$ cat src/rtl/score_pkg.sv
// Shared constants and state encoding for the score BCD converter.
// Sized for a full 32-bit unsigned input.
package score_pkg;

    localparam int unsigned NUM_DIGITS_DEFAULT = 8;
    localparam int unsigned BCD_WIDTH          = 40;
    localparam int unsigned BCD_DIGITS         = BCD_WIDTH / 4;
    localparam int unsigned BIN_WIDTH          = 32;
    localparam int unsigned SHIFT_COUNT        = 32;
    localparam int unsigned CNT_W              = $clog2(SHIFT_COUNT);

    typedef enum logic [1:0] {
        IDLE  = 2'd0,
        SHIFT = 2'd1,
        DONE  = 2'd2
    } state_e;

endpackage

$ cat src/rtl/bcd_adjust.sv
// Double-dabble correction step: every BCD nibble >= 5 gets 3 added
// so that the following left shift carries correctly into the next decade.
module bcd_adjust
    import score_pkg::*;
(
    input  logic [BCD_WIDTH-1:0] bcd_in,
    output logic [BCD_WIDTH-1:0] bcd_out
);

    always_comb begin
        bcd_out = bcd_in;
        for (int unsigned i = 0; i < BCD_DIGITS; i++) begin
            if (bcd_in[4*i +: 4] >= 4'd5) begin
                bcd_out[4*i +: 4] = bcd_in[4*i +: 4] + 4'd3;
            end
        end
    end

endmodule

$ cat src/rtl/score_bcd_converter.sv
// Sequential binary-to-BCD converter for the score display: one double-dabble
// step per clock, results held in registers until the next completion.
module score_bcd_converter
    import score_pkg::*;
#(
    parameter int unsigned NUM_DIGITS = NUM_DIGITS_DEFAULT
) (
    input  logic                    Clk,
    input  logic                    Reset,
    input  logic                    start,
    input  logic [31:0]             value,
    input  logic [3:0]              digit_sel,
    output logic                    busy,
    output logic                    done,
    output logic [4*NUM_DIGITS-1:0] digits,
    output logic                    overflow,
    output logic [3:0]              digit_out
);

    state_e                    state_q, state_d;
    logic [CNT_W-1:0]          cnt_q, cnt_d;
    logic [BIN_WIDTH-1:0]      bin_q, bin_d;
    logic [BCD_WIDTH-1:0]      bcd_q, bcd_d;
    logic [4*NUM_DIGITS-1:0]   digits_q, digits_d;
    logic                      ovf_q, ovf_d;

    logic [BCD_WIDTH-1:0]           bcd_adj;
    logic [BCD_WIDTH+BIN_WIDTH-1:0] shift_v;

    bcd_adjust u_bcd_adjust (
        .bcd_in  (bcd_q),
        .bcd_out (bcd_adj)
    );

    always_ff @(posedge Clk or posedge Reset) begin
        if (Reset) begin
            state_q  <= IDLE;
            cnt_q    <= '0;
            bin_q    <= '0;
            bcd_q    <= '0;
            digits_q <= '0;
            ovf_q    <= 1'b0;
        end else begin
            state_q  <= state_d;
            cnt_q    <= cnt_d;
            bin_q    <= bin_d;
            bcd_q    <= bcd_d;
            digits_q <= digits_d;
            ovf_q    <= ovf_d;
        end
    end

    always_comb begin
        state_d  = state_q;
        cnt_d    = cnt_q;
        bin_d    = bin_q;
        bcd_d    = bcd_q;
        digits_d = digits_q;
        ovf_d    = ovf_q;
        shift_v  = {bcd_adj, bin_q} << 1;

        unique case (state_q)
            IDLE: begin
                if (start) begin
                    bin_d   = value;
                    bcd_d   = '0;
                    cnt_d   = '0;
                    state_d = SHIFT;
                end
            end
            SHIFT: begin
                {bcd_d, bin_d} = shift_v;
                cnt_d          = cnt_q + 1'b1;
                // Results are captured from the final shift, on the edge entering DONE.
                if (cnt_q == CNT_W'(SHIFT_COUNT - 1)) begin
                    state_d = DONE;
                    ovf_d   = 1'b0;
                    for (int unsigned i = 0; i < NUM_DIGITS; i++) begin
                        digits_d[4*i +: 4] = (i < BCD_DIGITS) ? bcd_d[4*i +: 4] : 4'h0;
                    end
                    for (int unsigned i = NUM_DIGITS; i < BCD_DIGITS; i++) begin
                        ovf_d = ovf_d | (|bcd_d[4*i +: 4]);
                    end
                end
            end
            DONE: begin
                state_d = IDLE;
            end
            default: begin
                state_d = IDLE;
            end
        endcase
    end

    always_comb begin
        digit_out = 4'hF;
        for (int unsigned i = 0; i < NUM_DIGITS; i++) begin
            if (digit_sel == 4'(i)) begin
                digit_out = digits_q[4*i +: 4];
            end
        end
    end

    assign busy     = (state_q != IDLE);
    assign done     = (state_q == DONE);
    assign digits   = digits_q;
    assign overflow = ovf_q;

endmodule

$ cat config.mk
export PLATFORM = sky130hd
export DESIGN_NAME = score_bcd_converter
export DESIGN_NICKNAME = d
export VERILOG_FILES = /design/src/rtl/score_pkg.sv /design/src/rtl/bcd_adjust.sv /design/src/rtl/score_bcd_converter.sv
export SDC_FILE = /design/constraint.sdc
export NUM_CORES = 1
export LEC_CHECK = 0
export BUFFER_PORTS_ARGS = -buffer_cell sky130_fd_sc_hd__buf_2
export CORE_MARGIN = 3
export CORE_UTILIZATION = 55
export CTS_CLUSTER_DIAMETER = 80
export DETAILED_ROUTE_END_ITERATION = 6
export GPL_TIMING_DRIVEN = 0
export PLACE_DENSITY = 0.77
export SETUP_SLACK_MARGIN = 0.2
export SKIP_CTS_REPAIR_TIMING = 1
export SLEW_MARGIN = 10
export SYNTH_ARGS = -nofsm -noshare
export SYNTH_HDL_FRONTEND = slang
export SYNTH_SLANG_ARGS = --single-unit
export TNS_END_PERCENT = 1
$ cat constraint.sdc
create_clock -name Clk -period 4.3 [get_ports Clk]
set_clock_uncertainty 0.2 [all_clocks]
set_input_delay 0.86 -clock Clk [delete_from_list [all_inputs] [get_ports Clk]]
set_output_delay 0.86 -clock Clk [all_outputs]
set_load 0.005 [all_outputs]
# == Word level (Yosys, flattened, before mapping) ==
# Index checks and enable logic that the tools add are counted.
# word_totals
regBits,112
in_bits,39
out_inout_bits,39
wordCells,76
# classes
addsub,11
magnitude_cmp,10
n_eq_ne,12
mux,27
bitwise,1
n_reduce_logical,9
# op_table
op,n
$pmux 40 s2,1
$mux 4,17
$pmux 32 s2,1
$ge 4x3->1 const B,10
$mux 40,1
$add 4x2->4 const B,9
$mux 32,1
$eq 4x3->1 const B,4
$pmux 5 s2,1
$eq 4x2->1 const B,2
$reduce_or 4->1,2
$reduce_and 2->1,3
$add 5x1->5 const B,1
$eq 5x5->1 const B,1
$mux 5,1
$eq 4x1->1 const B,1
$logic_not 4->1,1
$mux 2,2
$ne 2x2->1 const B,2
$pmux 2 s2,1
$reduce_bool 2->1,2
$add 3x2->3 const B,1
$mux 3,1
$eq 2x1->1 const B,1
other kinds (3),3

# == Logic depth before layout (Yosys ltp) ==
# logic_depth
depth_word,9
ltp_mapped,8
mapped_depth_nobuf,7

# == By module ==
# A second synthesis with hierarchy kept.
# unflattened
cells_unflattened,635
area_unflattened_um2,5962.0
# modules_own_cells
mod,instances,cells_per_inst,area_per_inst_um2,seq_area_each_um2
score_bcd_converter,1,475,4948.5,2802.7
bcd_adjust,1,160,1013.5,0.0

# == Worst setup path before layout ==
# OpenSTA, ideal clock, no wires.
# synth_path
path_kind,input -> output
startpoint,in digit_sel[0]
endpoint,out digit_out[1]
arrival_time_ns,1.759
required_ns,3.240
slack_ns,1.481
path_stages,3
n_path_buf,1
cell_sequence,buf_6 mux4_2 a211o_1
# synth_via
elab_chain_cells,9
word_cells_on_any_way,16
classes_between,eq/ne (7); mux (8); reduce/logical (1)
# synth_rtl
element,line_no,text
from (decl),score_bcd_converter.sv:12,"input logic [3:0] digit_sel,"
$logic_not 4->1,score_bcd_converter.sv:98,if (digit_sel == 4'(i)) begin
$mux 4 (7 in series),score_bcd_converter.sv:98,
$mux 4 (*),score_bcd_converter.sv:98,
to (decl),score_bcd_converter.sv:17,output logic [3:0] digit_out
# Mark *: on every way between the ends. The rest lies on a longest branch, timed or not.

# == Final worst setup path ==
# Ends and elaborated chain as after synthesis.

==> impl_metrics.ini <==
[outcome]
status = finished clean

[yosys]
syn_area_um2 = 5612
synth_most_common_cell = nand2_1
avgSynthCellArea_um2 = 9.215
yosys-top-cells-count = 114 x nand2_1, 112 x dfrtp_1, 86 x o21ai_1
async_flop_share_pct = 100.0
ys_ff_latch = 112
synth_edf_count = 0
synth_top_area_share_pct = 49.94
synth_seq_area_share_pct = 49.94
syn_inst = 609
synth_nets = 670
synth_top_area_cell = dfrtp_1
synth_area_leaders = dfrtp_1 50%, o21ai_1 7.7%, nand2_1 7.6%
yosys_warnings = 0
synth.distinct_cells = 40
synth_ff_type = dfrtp_1

[power_and_ir_drop]
p_leak_nw = 3.048
vdd_drop_max_mv = 0.3345
power_mw = 4.719
power_density_nw_per_um2 = 734.2

[setup_path]
critPathTopFamily = multiplexers
reg2regPathDepth = 7
worst_ep_arrival_time_ns = 2.11
crit_required_ns = 3.24
cp_max_fo = 10
timing.rr.end = digits[6]
cp_cell_sequence = buf_2 > buf_6 > mux4_2 > a211o_1 > buf_2
reg2reg_slack_ns = 2.07
endpoint_kind = output pin
critPathLaunchType = primary input
crit_end = digit_out[1]
cp_num_cells = 5
crit_path_start = digit_sel[0]
rr_startpoint = cnt_q[0]
cpMostUsedCell = buf_2
path_class = in -> out
slowest_stage = mux4_2
slowest_delay_ns = 0.52
path_buf_inv = 3

[clock_tree]
cts-root-buf = clkbuf_8
tritoncts = built
clkSlewWorstSetupHoldPaths_ns = 0.09
worstSkewPairLatency_ns = 0.38
htreeDepth = 3
cts_made_buffers = 9
cts_buffer_depth = 2
clock_sinks = 112

[finish]
synthToLayoutAreaGrowth_pct = 14.54
diodes = 0
n_fill_cell = 817
final_cell_area_um2 = 6427
drive_above_1_share_pct = 17.92
final_net_count = 759

[flow_run]
cap_violations = 0

[timing]
period_share_pct = 73.66
tns_ns = 0
finalHoldViolations = 0
tightest_slew_ns = 0.5098
setup_ws_ns = 1.133
fin_hold_ws_ns = 0.2225
period_needed_ns = 3.167
setup_violations = 0
slew_violations = 0
max_freq_ghz = 0.3157
slew_headroom_pct = 66.01
rsz0062_at_grt = no

[detailed_routing]
drt_iter0_markers = 367
first_pass_iters = 5
vias = 4748
ant_nets = 0
routedWlPerCell_um = 16.33
post_drt_via_cell_ratio = 5.679
drc = 0
routed_wl_mm = 13.65

[global_routing]
grt_max_degree = 89
gr-total-overflow = 0
first_global_vias = 4744
grt_pass1_wl_mm = 22.79
antenna_found_initial = 0
track_usage_pct = 24.97

[floorplan]
core_area_um2 = 9864
die-width_um = 107.0
die_area_um2 = 11450
fp-row-count = 36
start_util_pct = 56.89
io_pins = 78
die_height_um = 107.0

[placed_design]
place_ws_ns = 1.136
hpwlAfterDp_mm = 9.952
gp_congestion = 0.8934
place_area_um2 = 6196
io_buffer_count = 77

[worst_hold_path]
min_path_type = in -> async
cells by family (layout without fill, tap and decap cells):
family | after synthesis | after routing | synth area share [%]
adders and majority gates | 22 | 22 | 4.905
buffers and inverters | 59 | 153 | 4.504
and+or+nand+nor | 214 | 214 | 17.59
muxes | 17 | 17 | 3.701
DFF | 112 | 112 | 49.94
AOI/OAI and AO/OA | 175 | 175 | 17.79
xor gates and xnor gates | 10 | 10 | 1.561
flip-flops by register name, summed over array words and instances (netlist names):
register / cells
bcd_q: 40
bin_q: 32
digits: 32
cnt_q: 5
state_q: 2
overflow: 1
power breakdown:
part | switching, mW | internal [mW]
combinational | 1.20 | 0.879
clock | 0.362 | 0.362
sequential | 0.402 | 1.51
total | 1.96 | 2.75
how the worst min path moves through the flow:
stage          startpoint         to  slack (ns)  cells after the start
2_1_floorplan    cnt_q[3]   cnt_q[3]        0.24                      1
3_5_place_dp    bin_q[28]  bin_q[28]        0.26                      2
3_3_place_gp     cnt_q[3]   cnt_q[3]        0.25                      1
4_1_cts             Reset  digits[7]        0.21                      2
5_1_grt             Reset   bin_q[2]        0.23                      2
6_report            Reset   bin_q[2]        0.22                      2
placed cells by master (no fill, tap or decap), types with 9 or more instances in the layout:
cell type    n
nor2_1      20
nor3b_1      9
buf_2       93
xnor2_1     10
a31oi_1      9
a21oi_1     31
nor3_1      10
nand2_1    114
ha_1        22
o21ai_1     86
clkbuf_8    11
inv_1       23
nand3_1     31
nand2b_1    11
dfrtp_1    112
a22oi_1     32
layer usage:
| layer | up-vias | global-route usage, % | share of wire (%) |
|---|---|---|---|
| met5 | - | 0 | 0 |
| met4 | 0 | 9.315 | 1.9 |
| met3 | 22 | 3.311 | 6.1 |
| met2 | 156 | 42.49 | 49 |
| met1 | 2262 | 32.75 | 43 |
| li1 | 2308 | - | - |
worst register-to-register path, cell delays in order (launching register included):
cell	delay [ns]
dfrtp_1	0.43
ha_1	0.25
and3_1	0.19
ha_1	0.19
nand2_1	0.20
buf_2	0.24
buf_2	0.29
o21ai_1	0.12
through the flow:
step / util, % / std cells
2_1_floorplan: - / 609
3_3_place_gp: 62.48 / 819
3_5_place_dp: 62.81 / 820
4_1_cts: 65.16 / 836
5_1_grt: 65.16 / 836
6_report: 65.16 / 836
layout make-up:
type	instances	area [µm²]	area share (%)
clock inverters	4	76.32	1.187
multi-input cells	438	2556	39.77
inverters	26	102.6	1.596
repair buffers	78	412.9	6.424
clock buffers	12	155.1	2.414
flip-flops and latches	112	2803	43.61
well taps	133	166.4	2.589
plain buffers	33	155.1	2.414
Note: power is estimated with default switching activity, not from simulation.
